**src/rtl/issue_arbiter.sv**
```systemverilog
// Issue arbiter: picks one requesting decode slot per cycle and registers a one-hot
// execute enable plus the winner's writeback tag. Fixed priority (with optional
// starvation promotion) or round-robin.
module issue_arbiter #(
  parameter int N            = 2,
  parameter int RR           = 0,
  parameter int STARVE_LIMIT = 0,
  localparam int IW          = $clog2(N)
) (
  input  logic          i_clk,
  input  logic          i_rst,
  input  logic [N-1:0]  i_req,
  input  logic [N-1:0]  i_we,
  input  logic          i_stall,
  output logic [N-1:0]  o_ce,
  output logic          o_we,
  output logic [IW-1:0] o_gnt_idx,
  output logic          o_valid
);
  localparam bit STARVE_EN      = (RR == 0) && (STARVE_LIMIT > 0);
  localparam int CW             = (STARVE_LIMIT > 0) ? $clog2(STARVE_LIMIT + 1) : 1;
  localparam logic [CW-1:0] LIM = CW'(STARVE_LIMIT);

  logic [N-1:0]         ce_q, ce_d;
  logic                 we_q, we_d;
  logic [IW-1:0]        gnt_q, gnt_d;
  logic                 vld_q, vld_d;
  logic [IW-1:0]        ptr_q, ptr_d;
  logic [N-1:0][CW-1:0] cnt_q, cnt_d;

  logic [N-1:0]  starved;
  logic [IW-1:0] win;
  logic [IW-1:0] ridx;
  logic          found;
  logic          any_req;

  assign any_req = |i_req;

  always_comb begin
    for (int i = 0; i < N; i++)
      starved[i] = STARVE_EN && i_req[i] && (cnt_q[i] == LIM);
  end

  // Winner select; downward loops leave the lowest matching index in win.
  always_comb begin
    win   = '0;
    ridx  = '0;
    found = 1'b0;
    if (RR != 0) begin
      for (int k = 0; k < N; k++) begin
        ridx = IW'((int'(ptr_q) + k) % N);
        if (!found && i_req[ridx]) begin
          win   = ridx;
          found = 1'b1;
        end
      end
    end else if (|starved) begin
      for (int i = N - 1; i >= 0; i--)
        if (starved[i]) win = IW'(i);
    end else begin
      for (int i = N - 1; i >= 0; i--)
        if (i_req[i]) win = IW'(i);
    end
  end

  always_comb begin
    ce_d  = '0;
    we_d  = 1'b0;
    gnt_d = '0;
    vld_d = 1'b0;
    ptr_d = ptr_q;
    if (any_req) begin
      ce_d[win] = 1'b1;
      we_d      = i_we[win];
      gnt_d     = win;
      vld_d     = 1'b1;
      if (RR != 0) ptr_d = (win == IW'(N - 1)) ? '0 : win + 1'b1;
    end
  end

  // A slot only ages while it keeps requesting and keeps losing.
  always_comb begin
    for (int i = 0; i < N; i++) begin
      cnt_d[i] = '0;
      if (STARVE_EN && i_req[i] && (win != IW'(i)))
        cnt_d[i] = (cnt_q[i] == LIM) ? LIM : cnt_q[i] + 1'b1;
    end
  end

  always_ff @(posedge i_clk) begin
    if (i_rst) begin
      ce_q  <= '0;
      we_q  <= 1'b0;
      gnt_q <= '0;
      vld_q <= 1'b0;
      ptr_q <= '0;
      cnt_q <= '0;
    end else if (!i_stall) begin
      ce_q  <= ce_d;
      we_q  <= we_d;
      gnt_q <= gnt_d;
      vld_q <= vld_d;
      ptr_q <= ptr_d;
      cnt_q <= cnt_d;
    end
  end

  assign o_ce      = ce_q;
  assign o_we      = we_q;
  assign o_gnt_idx = gnt_q;
  assign o_valid   = vld_q;
endmodule

```
**config.mk**
```make
export PLATFORM = sky130hd
export DESIGN_NAME = issue_arbiter
export DESIGN_NICKNAME = d
export VERILOG_FILES = /design/src/rtl/issue_arbiter.sv
export SDC_FILE = /design/constraint.sdc
export NUM_CORES = 1
export LEC_CHECK = 0
export ABC_AREA = 1
export CAP_MARGIN = 0
export CELL_PAD_IN_SITES_DETAIL_PLACEMENT = 1
export CELL_PAD_IN_SITES_GLOBAL_PLACEMENT = 1
export CORE_AREA = 10 10 47 49
export DETAILED_ROUTE_END_ITERATION = 12
export DIE_AREA = 0 0 57 59
export GPL_TIMING_DRIVEN = 0
export HOLD_SLACK_MARGIN = 0.1
export PLACE_DENSITY = 0.58
export SLEW_MARGIN = 20
export SYNTH_ARGS = -nofsm -noshare
export SYNTH_HDL_FRONTEND = slang
export SYNTH_SLANG_ARGS = --single-unit
```
**constraint.sdc**
```tcl
create_clock -name i_clk -period 1 [get_ports i_clk]
set_input_delay 0.25 -clock i_clk [delete_from_list [all_inputs] [get_ports i_clk]]
set_output_delay 0.25 -clock i_clk [all_outputs]
set_load 0.03 [all_outputs]
```
==> results_tabular.tex <==
\begin{tabular}{lr}
\hline
Metric & Value \\
\hline
\multicolumn{2}{l}{\textbf{Finish}} \\
Share of post-route cells with drive strength above 1 & 0.417 \\
Final Net Count & 45 \\
Final standard cell area without fillers & approximately 320 um\^{}2 \\
Sequential cell area & $\sim$84 um\^{}2 \\
Relative area change from synthesis to final layout & 96.2\% \\
Count of fill cells added during filler insertion & between 150 and 200 \\
Final Util & 0.231 \\
Non-filler instance count after layout & between 50 and 60 \\
Number of inserted diodes & 0 \\
Multi-input gate area in the final layout & approximately 70 um\^{}2 \\
\multicolumn{2}{l}{\textbf{GRT}} \\
Overall global routing resource usage & 0.0368 \\
Grt total ovfl & 0 \\
Pin count of the biggest net entering global routing & 6 \\
Vias in the first global route & between 200 and 250 \\
First-pass GRT wire length & about 830 um \\
Number of antenna violations at the first check in global routing & 0 \\
\multicolumn{2}{l}{\textbf{Run status}} \\
Violated checks & setup timing \\
Run status & complete, but fails checks \\
\multicolumn{2}{l}{\textbf{Pwr}} \\
Share of power burned in the clock network & 0.415 \\
Sw Pwr & roughly 0.12 mW \\
Sw Ratio & 0.254 \\
IR drop worst, VDD & 0.873 mV \\
Power density over the cells & roughly 1500 mW/mm\^{}2 \\
Proportion of power drawn by combinational gates & 0.212 \\
Overall Power & roughly 0.48 mW \\
Static leakage & roughly 0.14 nW \\
Fraction of power consumed by sequential logic & 0.374 \\
Internal power component & $\sim$0.36 mW \\
\multicolumn{2}{l}{\textbf{Clock network}} \\
Clock tree from TritonCTS & built \\
Hold buffer count at CTS & 0 \\
Root Buffer Master & clkbuf\_4 \\
Total CTS buffers & 3 \\
Clock insertion delay at the later pin of the skew report & 0.23 ns \\
Setup repair bufs after CTS & 0 \\
Sink count of the clock tree & 4 \\
Clock transition at the registers of the reported paths & $\sim$0.04 ns \\
CTS H-Tree Depth & 1 \\
Clock tree buffer depth & 2 \\
\multicolumn{2}{l}{\textbf{Logic synthesis}} \\
Share of the synthesized area in the top cell type & 0.485 \\
Xor and xnor fraction of the mapped netlist area & 0 \\
Share of the yosys chip area belonging to registers & 0.485 \\
Simple-gate share of the synthesized area & 0.280 \\
Number of distinct library cells after synthesis & 12 \\
Most area-hungry cell type in the Yosys netlist & dfxtp\_1 \\
Adder-cell share of the synthesized area & 0 \\
Synth warn & 0 \\
Biggest area contributors in the synthesized netlist & dfxtp\_1 48\%, nand2\_1 16\%, a21oi\_1 6.1\%, a21oi\_2 5.3\%, buf\_4 4.5\% \\
\#FFs+latches synth & 4 \\
Post-Synthesis Cell Area & between 150 and 200 um\^{}2 \\
Cell count after synthesis & 22 \\
Average size of a mapped cell & about 7.5 um\^{}2 \\
Multiplexer area fraction after synthesis & 0 \\
Post-Syn Nets & 29 \\
Dominant combinational cell family by area after synthesis & simple AND/OR/NAND/NOR gates \\
Area fraction in compound gates after synthesis & 0.144 \\
\multicolumn{2}{l}{\textbf{Placement}} \\
Number of port buffers & 11 \\
RD Place Congestion & between 0.7 and 0.8 \\
Worst Setup Slack post-DPL & -0.348 ns \\
Placement-stage cell area & roughly 300 um\^{}2 \\
Post-DP HPWL & around 430 um \\
Placed cells & slightly below 50 \\
\multicolumn{2}{l}{\textbf{Critical path}} \\
Crit Path Max Fanout & 3 \\
CP bufs+invs & 2 \\
Data arrival, critical path & between 0.7 and 0.8 ns \\
Delay of the slowest cell on the worst path & $\sim$0.32 ns \\
Kind of end point of the critical path & output pin \\
Data required time of the worst path & 0.75 ns \\
Worst-path cell with the longest stage delay & dfxtp\_2 \\
Type of element launching the critical path & register \\
Family with the most delay on the worst path & flip-flops \\
Most used cell, CP & buf\_6 \\
Crit Path Class & register to output pin \\
Cell-by-cell trace of the critical path & buf\_6 > buf\_6 \\
\multicolumn{2}{l}{\textbf{Timing}} \\
Final hold violations & 0 \\
Worst hold slack across all endpoints & 0.479 ns \\
Max Transition Viols Final & 0 \\
Remaining max-slew budget at the tightest pin & 0.846 \\
Min Clock Period, post-route & around 1.0 ns \\
Final clock period utilization by the worst path & 1.03 \\
Fin Setup TNS & -0.0435 ns \\
Unrepaired setup endpoints after global routing & yes \\
Number of setup violations in the final report & 2 \\
Crit path setup slack, layout & -0.0322 ns \\
Clock Skews & 0 ns \\
Achievable Freq & 969 MHz \\
Slew at the pin closest to its max-slew limit & roughly 0.23 ns \\
\multicolumn{2}{l}{\textbf{Drt}} \\
Via-to-Cell Ratio & a little under 4 \\
Total wire length & $\sim$530 um \\
Routed length per instance & about 10 um \\
Vias after detailed routing & 200 \\
Detailed router's first-iteration violation count & 2 \\
Final antenna-violating net count & 0 \\
Post-detailed-route DRC marker count & 0 \\
Detailed Routing Iterations Pass 1 & 2 \\
\multicolumn{2}{l}{\textbf{Die}} \\
Width of the die & approximately 57 um \\
Starting Density & 0.118 \\
Area of the placeable core & between 0.001 and 0.0015 mm\^{}2 \\
Die Footprint & approximately 0.0034 mm\^{}2 \\
Vertical extent of the die & approximately 59 um \\
Standard-cell rows & 14 \\
Top Ports & 12 \\
\multicolumn{2}{l}{\textbf{Worst hold path}} \\
Path class of the lowest-slack min-delay path & register to register \\
\multicolumn{2}{l}{\textbf{Flow run}} \\
Max-capacitance violation count & 0 \\
\hline
\end{tabular}
cell usage after synthesis:
cell / count
nand2_1: 7
dfxtp_1: 4
a21oi_1: 2
a21oi_2: 1
buf_4: 1
inv_1: 1
inv_2: 1
nand3_1: 1
nor2_1: 1
nor2_2: 1
nor3_1: 1
o21ai_0: 1
worst paths after layout:
path	from	end	slack, ns	depth (start not counted)
hold reg to reg	o_valid	o_valid	0.48	2
hold / removal	o_valid	o_valid	0.48	2
setup reg to reg	o_we	o_we	0.35	4
setup / recovery	o_ce[1]	o_ce[1]	-0.03	2
layout make-up:
type	instances	share of cell area
buffer	1	0.0347
clock buffer	3	0.0695
inverter	2	0.0232
multi-input combinational	15	0.216
sequential	4	0.259
tap	16	0.0618
timing repair buffer	11	0.336
cell families after synthesis:
kind of cell	after synthesis
DFF	4
and+or+nand+nor	11
AOI/OAI and AO/OA	4
buffers and inverters	3
routing by layer:
| layer | GRT usage | up-vias | wire length [um] |
|---|---|---|---|
| li1 | - | 102 | - |
| met5 | 0 | - | 0 |
| met4 | 0.0201 | 0 | 0 |
| met3 | 0.0536 | 0 | 117 |
| met1 | 0.0394 | 85 | 250 |
| met2 | 0.0326 | 13 | 160 |
layout by cell type, fill, tap and decap left out, drive strengths merged:
cell type,netlist,layout
nand2,7,7
o21ai,1,1
inv,2,2
clkbuf,0,3
clkdlybuf4s50,0,5
nand3,1,1
dlygate4sd2,0,1
nor2,2,2
dfxtp,4,4
a21oi,3,3
buf,1,6
nor3,1,1
worst reg2reg max path, delay by kind of cell (launching register included):
kind / cells / cell delay (ns)
buffers and inverters: 1 / 0.04
DFF: 1 / 0.32
and+or+nand+nor: 2 / 0.11
AOI/OAI and AO/OA: 1 / 0.12
timing repair:
item,CTS,global route
endpoints found under the setup margin,6,5
cloned,0,0
hold endpoints to repair,0,0
resized for setup,33,5
registers in the layout, indices dropped and copies added (netlist names):
register  cells
o_we          1
o_valid       1
o_ce          2
power by group through the flow:
stage	Sequential, mW	Clock [mW]	Combinational [mW]
2_1_floorplan	0.198	0	0.0248
3_5_place_dp	0.178	0	0.102
6_report	0.179	0.198	0.101
4_1_cts	0.176	0.209	0.0984
5_1_grt	0.181	0.233	0.109
3_3_place_gp	0.178	0	0.102
(Power assumes the default switching activity.)
